===== src/rtl/mem_write_checker_pkg.sv =====
// Shared types for the data-memory write checker.
//   u1 / u32      : scalar and 32-bit word shorthands
//   chk_state_t   : checker FSM states
//   chk_fail_t    : 3-bit failure codes reported on fail_code
//   sat_inc32     : saturating 32-bit increment used by the cycle counter
package mem_write_checker_pkg;

    typedef logic        u1;
    typedef logic [31:0] u32;

    typedef enum logic [1:0] {
        ST_CHECK = 2'd0,
        ST_PASS  = 2'd1,
        ST_FAIL  = 2'd2
    } chk_state_t;

    typedef enum logic [2:0] {
        FAIL_NONE    = 3'd0,
        FAIL_ADDR    = 3'd1,
        FAIL_DATA    = 3'd2,
        FAIL_ORDER   = 3'd3,
        FAIL_DUP     = 3'd4,
        FAIL_TIMEOUT = 3'd5
    } chk_fail_t;

    // Holds at all-ones instead of wrapping.
    function automatic u32 sat_inc32(input u32 v);
        return (v == 32'hFFFF_FFFF) ? v : v + 32'd1;
    endfunction

endpackage


===== src/rtl/mem_write_checker_exp_match.sv =====
// Combinational NUM_EXP-way comparator of one store against the expected table.
//   dataaddr, writedata   : store under test
//   exp_addr, exp_data    : expected table, entry 0 first
//   seen                  : entries excluded from selection (already matched / not eligible)
//   any_addr_hit          : address equals some table entry, seen or not
//   first_unseen_idx      : lowest non-excluded entry whose address matches
//   first_unseen_valid    : first_unseen_idx is meaningful
//   data_ok               : writedata equals exp_data of the selected entry
module exp_match
    import mem_write_checker_pkg::*;
#(
    parameter int unsigned NUM_EXP = 3,
    parameter int unsigned ADDR_W  = 32,
    parameter int unsigned DATA_W  = 32,
    parameter int unsigned IDX_W   = 2
) (
    input  logic [ADDR_W-1:0]               dataaddr,
    input  logic [DATA_W-1:0]               writedata,
    input  logic [NUM_EXP-1:0][ADDR_W-1:0]  exp_addr,
    input  logic [NUM_EXP-1:0][DATA_W-1:0]  exp_data,
    input  logic [NUM_EXP-1:0]              seen,
    output logic                            any_addr_hit,
    output logic [IDX_W-1:0]                first_unseen_idx,
    output logic                            first_unseen_valid,
    output logic                            data_ok
);

    logic [DATA_W-1:0] sel_data;

    // Scan from the top so the lowest matching unseen entry wins.
    always_comb begin
        any_addr_hit       = 1'b0;
        first_unseen_idx   = '0;
        first_unseen_valid = 1'b0;
        sel_data           = '0;
        for (int j = NUM_EXP - 1; j >= 0; j--) begin
            if (exp_addr[j] == dataaddr) begin
                any_addr_hit = 1'b1;
                if (!seen[j]) begin
                    first_unseen_valid = 1'b1;
                    first_unseen_idx   = IDX_W'(j);
                    sel_data           = exp_data[j];
                end
            end
        end
        data_ok = first_unseen_valid && (sel_data == writedata);
    end

endmodule


===== config.mk =====
export PLATFORM = sky130hd
export DESIGN_NAME = exp_match
export DESIGN_NICKNAME = d
export VERILOG_FILES = /design/src/rtl/mem_write_checker_pkg.sv /design/src/rtl/mem_write_checker_exp_match.sv
export SDC_FILE = /design/constraint.sdc
export NUM_CORES = 1
export LEC_CHECK = 0
export BUFFER_PORTS_ARGS = -buffer_cell sky130_fd_sc_hd__buf_2
export CORE_AREA = 2 2 103 105
export DETAILED_ROUTE_END_ITERATION = 8
export DIE_AREA = 0 0 105 107
export SYNTH_ARGS = -nofsm -noshare
export SYNTH_HDL_FRONTEND = slang
export SYNTH_SLANG_ARGS = --single-unit

===== constraint.sdc =====
create_clock -name vclk -period 4.54
set_clock_uncertainty 0.1 [all_clocks]
set_input_delay 1.135 -clock vclk [all_inputs]
set_output_delay 1.135 -clock vclk [all_outputs]
set_load 0.02 [all_outputs]

# Yosys cells after proc, flatten, opt, wreduce, memory -nomap -nowiden
# Index checks and enable logic that the tools add are counted.
[word_totals] reg_bits=0 in_bits=259 out_inout_bits=5 elab_cells=26
[classes] eq_ne=4 mux=21 reduce_logical=1
[ops] operator="2-to-1 mux 32 bit" n=6
[ops] operator="== test 32 bit" n=4
[ops] operator="2-to-1 mux 2 bit" n=6
[ops] operator="2-to-1 mux 1 bit" n=9
[ops] operator="logical AND 1 bit" n=1

# Depth between registers and ports, before layout
# Gate-level depths: netlist (run 1).
[depth] ltp_word=8 mapped_depth=12 depth_no_buf=10

# Worst setup path after synthesis (run 1)
# Ideal clock, no wire load.
[synth_path] path_type="input-to-output" startpoint="input exp_addr[50] (netlist name)" endpoint="output data_ok" arrival_time_ns=3.581 required_time_ns=3.305 setup_slack_ns=-0.276 path_stages=11 n_path_buf=1 cell_sequence="xor2_1 -> nor4_1 -> nand4_1 -> nor3_1 -> clkbuf_1 -> nand2_1 -> a31oi_1 -> xor2_1 -> nor4_1 -> nand4_1 -> nor4_2"
[synth_between] elab_chain_cells=6 word_cells_on_any_way=9 cone_classes="eq/ne (2); mux (6); reduce/logical (1)"
[synth_lines] element="start: declaration" line_no="mem_write_checker_exp_match.sv:19" source="input logic [NUM_EXP-1:0][ADDR_W-1:0] exp_addr,"
[synth_lines] element="== test 32 bit (*)" line_no="mem_write_checker_exp_match.sv:37" source="if (exp_addr[j] == dataaddr) begin"
[synth_lines] element="2-to-1 mux 32 bit" line_no="mem_write_checker_exp_match.sv:37"
[synth_lines] element="2-to-1 mux 32 bit" line_no="mem_write_checker_exp_match.sv:39" source="if (!seen[j]) begin"
[synth_lines] element="2-to-1 mux 32 bit" line_no="mem_write_checker_exp_match.sv:37"
[synth_lines] element="== test 32 bit" line_no="mem_write_checker_exp_match.sv:46" source="data_ok = first_unseen_valid && (sel_data == writedata);"
[synth_lines] element="logical AND 1 bit (*)" line_no="mem_write_checker_exp_match.sv:46"
[synth_lines] element="end: declaration" line_no="mem_write_checker_exp_match.sv:25" source="output logic data_ok"
# Mark *: on every way between the ends. The rest lies on a longest branch, timed or not.

# Worst setup path after layout (run 1)
[layout_path] startpoint="input dataaddr[7]" endpoint="output data_ok"
[layout_between] elab_chain_cells=8 word_cells_on_any_way=15 cone_classes="eq/ne (4); mux (10); reduce/logical (1)"
[layout_lines] element="start: declaration" line_no="mem_write_checker_exp_match.sv:17" source="input logic [ADDR_W-1:0] dataaddr,"
[layout_lines] element="== test 32 bit" line_no="mem_write_checker_exp_match.sv:37"
[layout_lines] element="2-to-1 mux 32 bit" line_no="mem_write_checker_exp_match.sv:37"
[layout_lines] element="2-to-1 mux 32 bit" line_no="mem_write_checker_exp_match.sv:39"
[layout_lines] element="2-to-1 mux 32 bit" line_no="mem_write_checker_exp_match.sv:37"
[layout_lines] element="2-to-1 mux 32 bit" line_no="mem_write_checker_exp_match.sv:39"
[layout_lines] element="2-to-1 mux 32 bit" line_no="mem_write_checker_exp_match.sv:37"
[layout_lines] element="== test 32 bit" line_no="mem_write_checker_exp_match.sv:46"
[layout_lines] element="logical AND 1 bit (*)" line_no="mem_write_checker_exp_match.sv:46"
# Marked as above.

==> out/qor.txt, run 1 <==
Failing checks: setup timing
Commonest non-fill, non-tap cell in the layout: buf_2
Adder-Cell Fraction of Synth Area: 0%
Mux cell area share after synthesis: 0%
Drt total wl: 11100 um
Layout cells sized above 1: 54.6%
Post-synth top area share: 36.3%
Layout Nets: 882
Tot GR Track Use: 17.7%
P_sw: 0.113 mW
Via count: 3470
Worst-margin pin slew: 0.306 ns
Register Area: 0 sq um
Placed Cells: 751
Sequential power share: 0%
Post-DP HPWL: 9640 um
Yosys top cell by area: xor2_1
Cell area after synthesis: 0.00217 sq mm
CP Class: in2out
Die span in x: 105 um
Place WS: -1.05 ns
FILL cells: 1130
Startpoint types: input port
Total grt overflow: 0
Post-route setup TNS: -0.762 ns
FP Rows: 37
Internal power: 0.152 mW
I/O Pins: 264
Final setup violation count: 1
Die height: 107 um
Post-synthesis compound-gate area fraction: 11.3%
Critical path arrival: 4.07 ns
Seq/Total Area, Yosys: 0%
DR iter-0 viols: 160
Largest cells by area after synthesis: xor2_1 (36%), xnor2_1 (15%), a31oi_1 (7.5%), nor4_1 (6.6%), nor2_1 (6.0%)
Req. time, crit path: 3.30 ns
Core ar.: 0.0101 sq mm
Critical Path Max Stage Delay: 0.30 ns
Vias in the first global route: 3555
Leakage Power: 2.10 nW
Multi-input gate area: 0.00220 sq mm
Most frequent cells in the layout: buf_2 (261), xor2_1 (88), buf_4 (47), xnor2_1 (38), nor2_1 (35)
Worst path cell trace: buf_8 > buf_6 > xor2_4 > nor4_4 > nand4_1 > nor3_4 > buf_6 > clkbuf_16 > buf_4 > nand3_1 > a31oi_1 > xor2_1 > nor4_1 > nand4_1 > nor4_4 > buf_4
Final antenna-violating net count: 0
Final Non-Filler Cells: 757
Comb power frac: 100.0%
Vias/cell: 4.58
Final Hold Viols: 0
DRC: 0
Clock buf count: 0
Synthesized area per cell: 6.77 sq um
Initial antenna violation count: 0
Ant. Diodes: 0
Pwr dens: 63.4 mW/mm^2
YS warnings: 0
RSZ-0062 raised after global routing: true
Die Area: 0.0112 sq mm
Max_cap viols: 0
Syn Nets: 580
Post-Synth Simple-Gate Area: 32.4%
Worst Path Max Fanout: 7
Count of cell types in the netlist: 24
Run status: complete, but fails checks
Final WS setup: -0.762 ns
Fmax: 189 MHz
Seq_cells: 0
Crit. End Element: output port
TritonRoute pass-1 iters: 4
Clk network pwr share: 0%
Worst Hold Class: in2out
Switching Fraction: 42.7%
CTS hold repair buffers: 0
Final period util: 117%
Largest family of logic cells by synthesized area: XOR/XNOR gates
First-pass GRT wire length: 16200 um
Largest net degree at the start of global routing: 51
WL/cell: 14.7 um
Peak supply drop: 0.0533 mV
Max transition margin: 79.4%
CP max stage cell: nor4_4
Port Buf Inserts: 264
Final min period: 5.30 ns
XOR/XNOR Fraction of Synth Area: 51.6%
Cells after synthesis: 321
RD Place Congestion: 0.899
Max-slew violation count: 0
Initial Util: 21.5%
Layout Area Growth over Synthesis: 92.4%
stage by stage:
stage / hold WS, ns / power, mW / utilization, % / area (sq um)
CTS: 2.62 / 0.259 / 39.8 / 4010
global route: 2.63 / 0.289 / 41.4 / 4180
global placement: 2.65 / 0.253 / 39.4 / 3980
detailed placement: 2.64 / 0.255 / 39.4 / 3980
floorplan: 2.39 / 0.0799 / - / 2190
finish: 2.60 / 0.265 / 41.4 / 4180
power groups by stage:
| stage | sequential, mW | clock (mW) | combinational [mW] |
|---|---|---|---|
| final | 0 | 0 | 0.265 |
| after CTS | 0 | 0 | 0.259 |
| after global placement | 0 | 0 | 0.253 |
| after detailed placement | 0 | 0 | 0.255 |
| after global routing | 0 | 0 | 0.289 |
| after floorplan | 0 | 0 | 0.0799 |
critical path, delay by kind of cell:
kind / cells / cell delay, ns
AOI/OAI and AO/OA: 1 / 0.19
and+or+nand+nor: 7 / 1.69
buffers and inverters: 6 / 0.80
xor gates and xnor gates: 2 / 0.24
routing by layer:
layer / global-route usage (%) / up-vias / wire length (um)
li1: - / 1729 / -
met1: 19.6 / 1526 / 4010
met2: 34.7 / 189 / 5840
met3: 2.55 / 26 / 942
met4: 4.95 / 0 / 337
met5: 0 / - / 0
cell usage after synthesis:
cell type  instances
nand4_1           14
buf_2              3
nor3_1             2
xor2_1            90
clkbuf_1           9
xnor2_1           38
buf_6              1
inv_1              1
nand3_1           23
buf_8              1
nor4_2             2
nand3b_1           1
nand2_1           26
nor4_1            23
and2_1             2
nand3_2            6
a22oi_1            6
nor2_1            35
buf_4              3
a211o_1            1
a21oi_1            6
or3_1              1
and3_1             1
a31oi_1           26
final timing paths:
check    startpoint  endpoint  slack [ns]  cells after the start
max     dataaddr[7]   data_ok       -0.76                     16
min    writedata[0]   data_ok        2.60                      5
layout make-up:
type,instances,share of cell area (%)
multi-input combinational,303,52.6
timing repair buffer,317,43.3
tap,136,4.07
inverter,1,0.0898
timing repair:
item	4_1_cts	5_1_grt
gates resized for setup	6	20
cloned	0	1
endpoints found under the setup margin	2	2
buffers inserted	0	5
pin swaps	2	17
cell families (layout without fill, tap and decap cells):
kind of cell / after synthesis / after routing
compound gates: 39 / 39
buf+inv: 18 / 318
xor+xnor: 128 / 128
simple gates: 136 / 136
Note: power is estimated with default switching activity, not from simulation.
==> run 2, diff against run 1 <==
Settings changed: BUFFER_PORTS_ARGS -buffer_cell sky130_fd_sc_hd__buf_2 to default, CORE_AREA 2 2 103 105 to 2 2 101 103, DIE_AREA 0 0 105 107 to 0 0 103 105, DONT_BUFFER_PORTS from default to 1.
==> out/qor.txt, run 2 (synthesized netlist as in run 1, its figures left out) <==
Run status: complete, but fails checks
Failing checks: setup timing
Worst path cell trace: xor2_1 > nor4_1 > buf_4 > nand4_1 > nor3_2 > clkbuf_16 > buf_8 > nand3_1 > a31oi_1 > xor2_1 > nor4_2 > buf_4 > nand3_4 > nor4_4 > buf_4
CP max stage cell: nor4_4
Design Power: 0.109 mW
Layout Area Growth over Synthesis: 33.0%
I/O Pins: 264
RD Place Congestion: 0.834
Place WS: -0.852 ns
Layout Nets: 605
DR iter-0 viols: 168
TritonRoute pass-1 iters: 4
Total grt overflow: 0
Pwr dens: 37.7 mW/mm^2
CP top delay family: simple AND/OR/NAND/NOR gates
Max_cap viols: 0
Critical path arrival: 3.99 ns
Port Buf Inserts: 0
Die Area: 0.0108 sq mm
Initial antenna violation count: 0
RSZ-0062 raised after global routing: true
Final Hold Viols: 0
FP Rows: 36
Fmax: 191 MHz
Vias/cell: 5.30
Post-DP HPWL: 8090 um
Largest net degree at the start of global routing: 30
Via count: 2529
Commonest non-fill, non-tap cell in the layout: xor2_1
Worst-margin pin slew: 0.324 ns
Peak supply drop: 0.0308 mV
WL/cell: 20.0 um
Die span in x: 103 um
Final antenna-violating net count: 0
Tot GR Track Use: 15.1%
Initial Util: 22.5%
Worst Path Max Fanout: 7
FILL cells: 1076
Critical Path Max Stage Delay: 0.33 ns
Crit. End Element: output port
Die height: 105 um
Final hold slack: 2.56 ns
Worst Hold Class: in2out
Core ar.: 0.00964 sq mm
Ant. Diodes: 0
CTS hold repair buffers: 0
Register Area: 0 sq um
Seq_cells: 0
CP Class: in2out
Worst path most repeated cell: buf_4
Startpoint types: input port
Most frequent cells in the layout: xor2_1 (88), xnor2_1 (36), nor2_1 (35), buf_4 (28), nand2_1 (25)
Leakage Power: 1.01 nW
Drt total wl: 9560 um
Placed Cells: 465
Layout cells sized above 1: 22.4%
Clock buf count: 0
Req. time, crit path: 3.30 ns
Critical path buffers and inverters: 5
Post-route setup TNS: -0.684 ns
Max transition margin: 78.2%
Final setup violation count: 1
DRC: 0
Final WS setup: -0.684 ns
Final min period: 5.22 ns
Vias in the first global route: 2497
Final Non-Filler Cells: 477
Final period util: 115%
Max-slew violation count: 0
First-pass GRT wire length: 12700 um
run 2: report_power, final:
| part | total, mW | switching [mW] | internal [mW] |
|---|---|---|---|
| clock network | 0 | 0 | 0 |
| logic | 0.109 | 0.0457 | 0.0632 |
| registers | 0 | 0 | 0 |
| total | 0.109 | 0.0457 | 0.0632 |
run 2: layout make-up:
| cell class | count | area [sq um] | area share [%] |
|---|---|---|---|
| Inverter | 1 | 3.75 | 0.130 |
| Multi-Input combinational cell | 303 | 2300 | 79.7 |
| Tap cell | 133 | 166 | 5.76 |
| Timing Repair Buffer | 40 | 415 | 14.4 |
run 2: routing by layer:
metal	part of all wire, %	global-route usage [%]
met1	39	18.1
met4	0.90	1.41
met2	52	28.6
met5	0	0
met3	8.5	2.47
run 2: path summary, 6_finish.rpt:
path | from | endpoint | slack (ns) | cells after the start
worst max-delay path | dataaddr[7] | data_ok | -0.68 | 15
worst min-delay path | writedata[0] | data_ok | 2.56 | 4
run 2: through the flow:
stage	cell area, sq um	utilization (%)
2_1_floorplan	2190	-
3_3_place_gp	2550	26.5
3_5_place_dp	2550	26.5
4_1_cts	2690	27.9
5_1_grt	2890	30.0
6_report	2890	30.0
run 2: what timing repair did:
item / CTS / global route
resized for setup: 14 / 28
pin swaps: 16 / 25
hold endpoints to repair: 0 / 0
endpoints found under the setup margin: 1 / 1
buffers inserted: 5 / 8
run 2: worst min-delay path, cell delays in order:
cell,delay [ns]
xnor2_2,0.08
nand3_4,0.10
nor4_4,0.05
buf_4,0.15
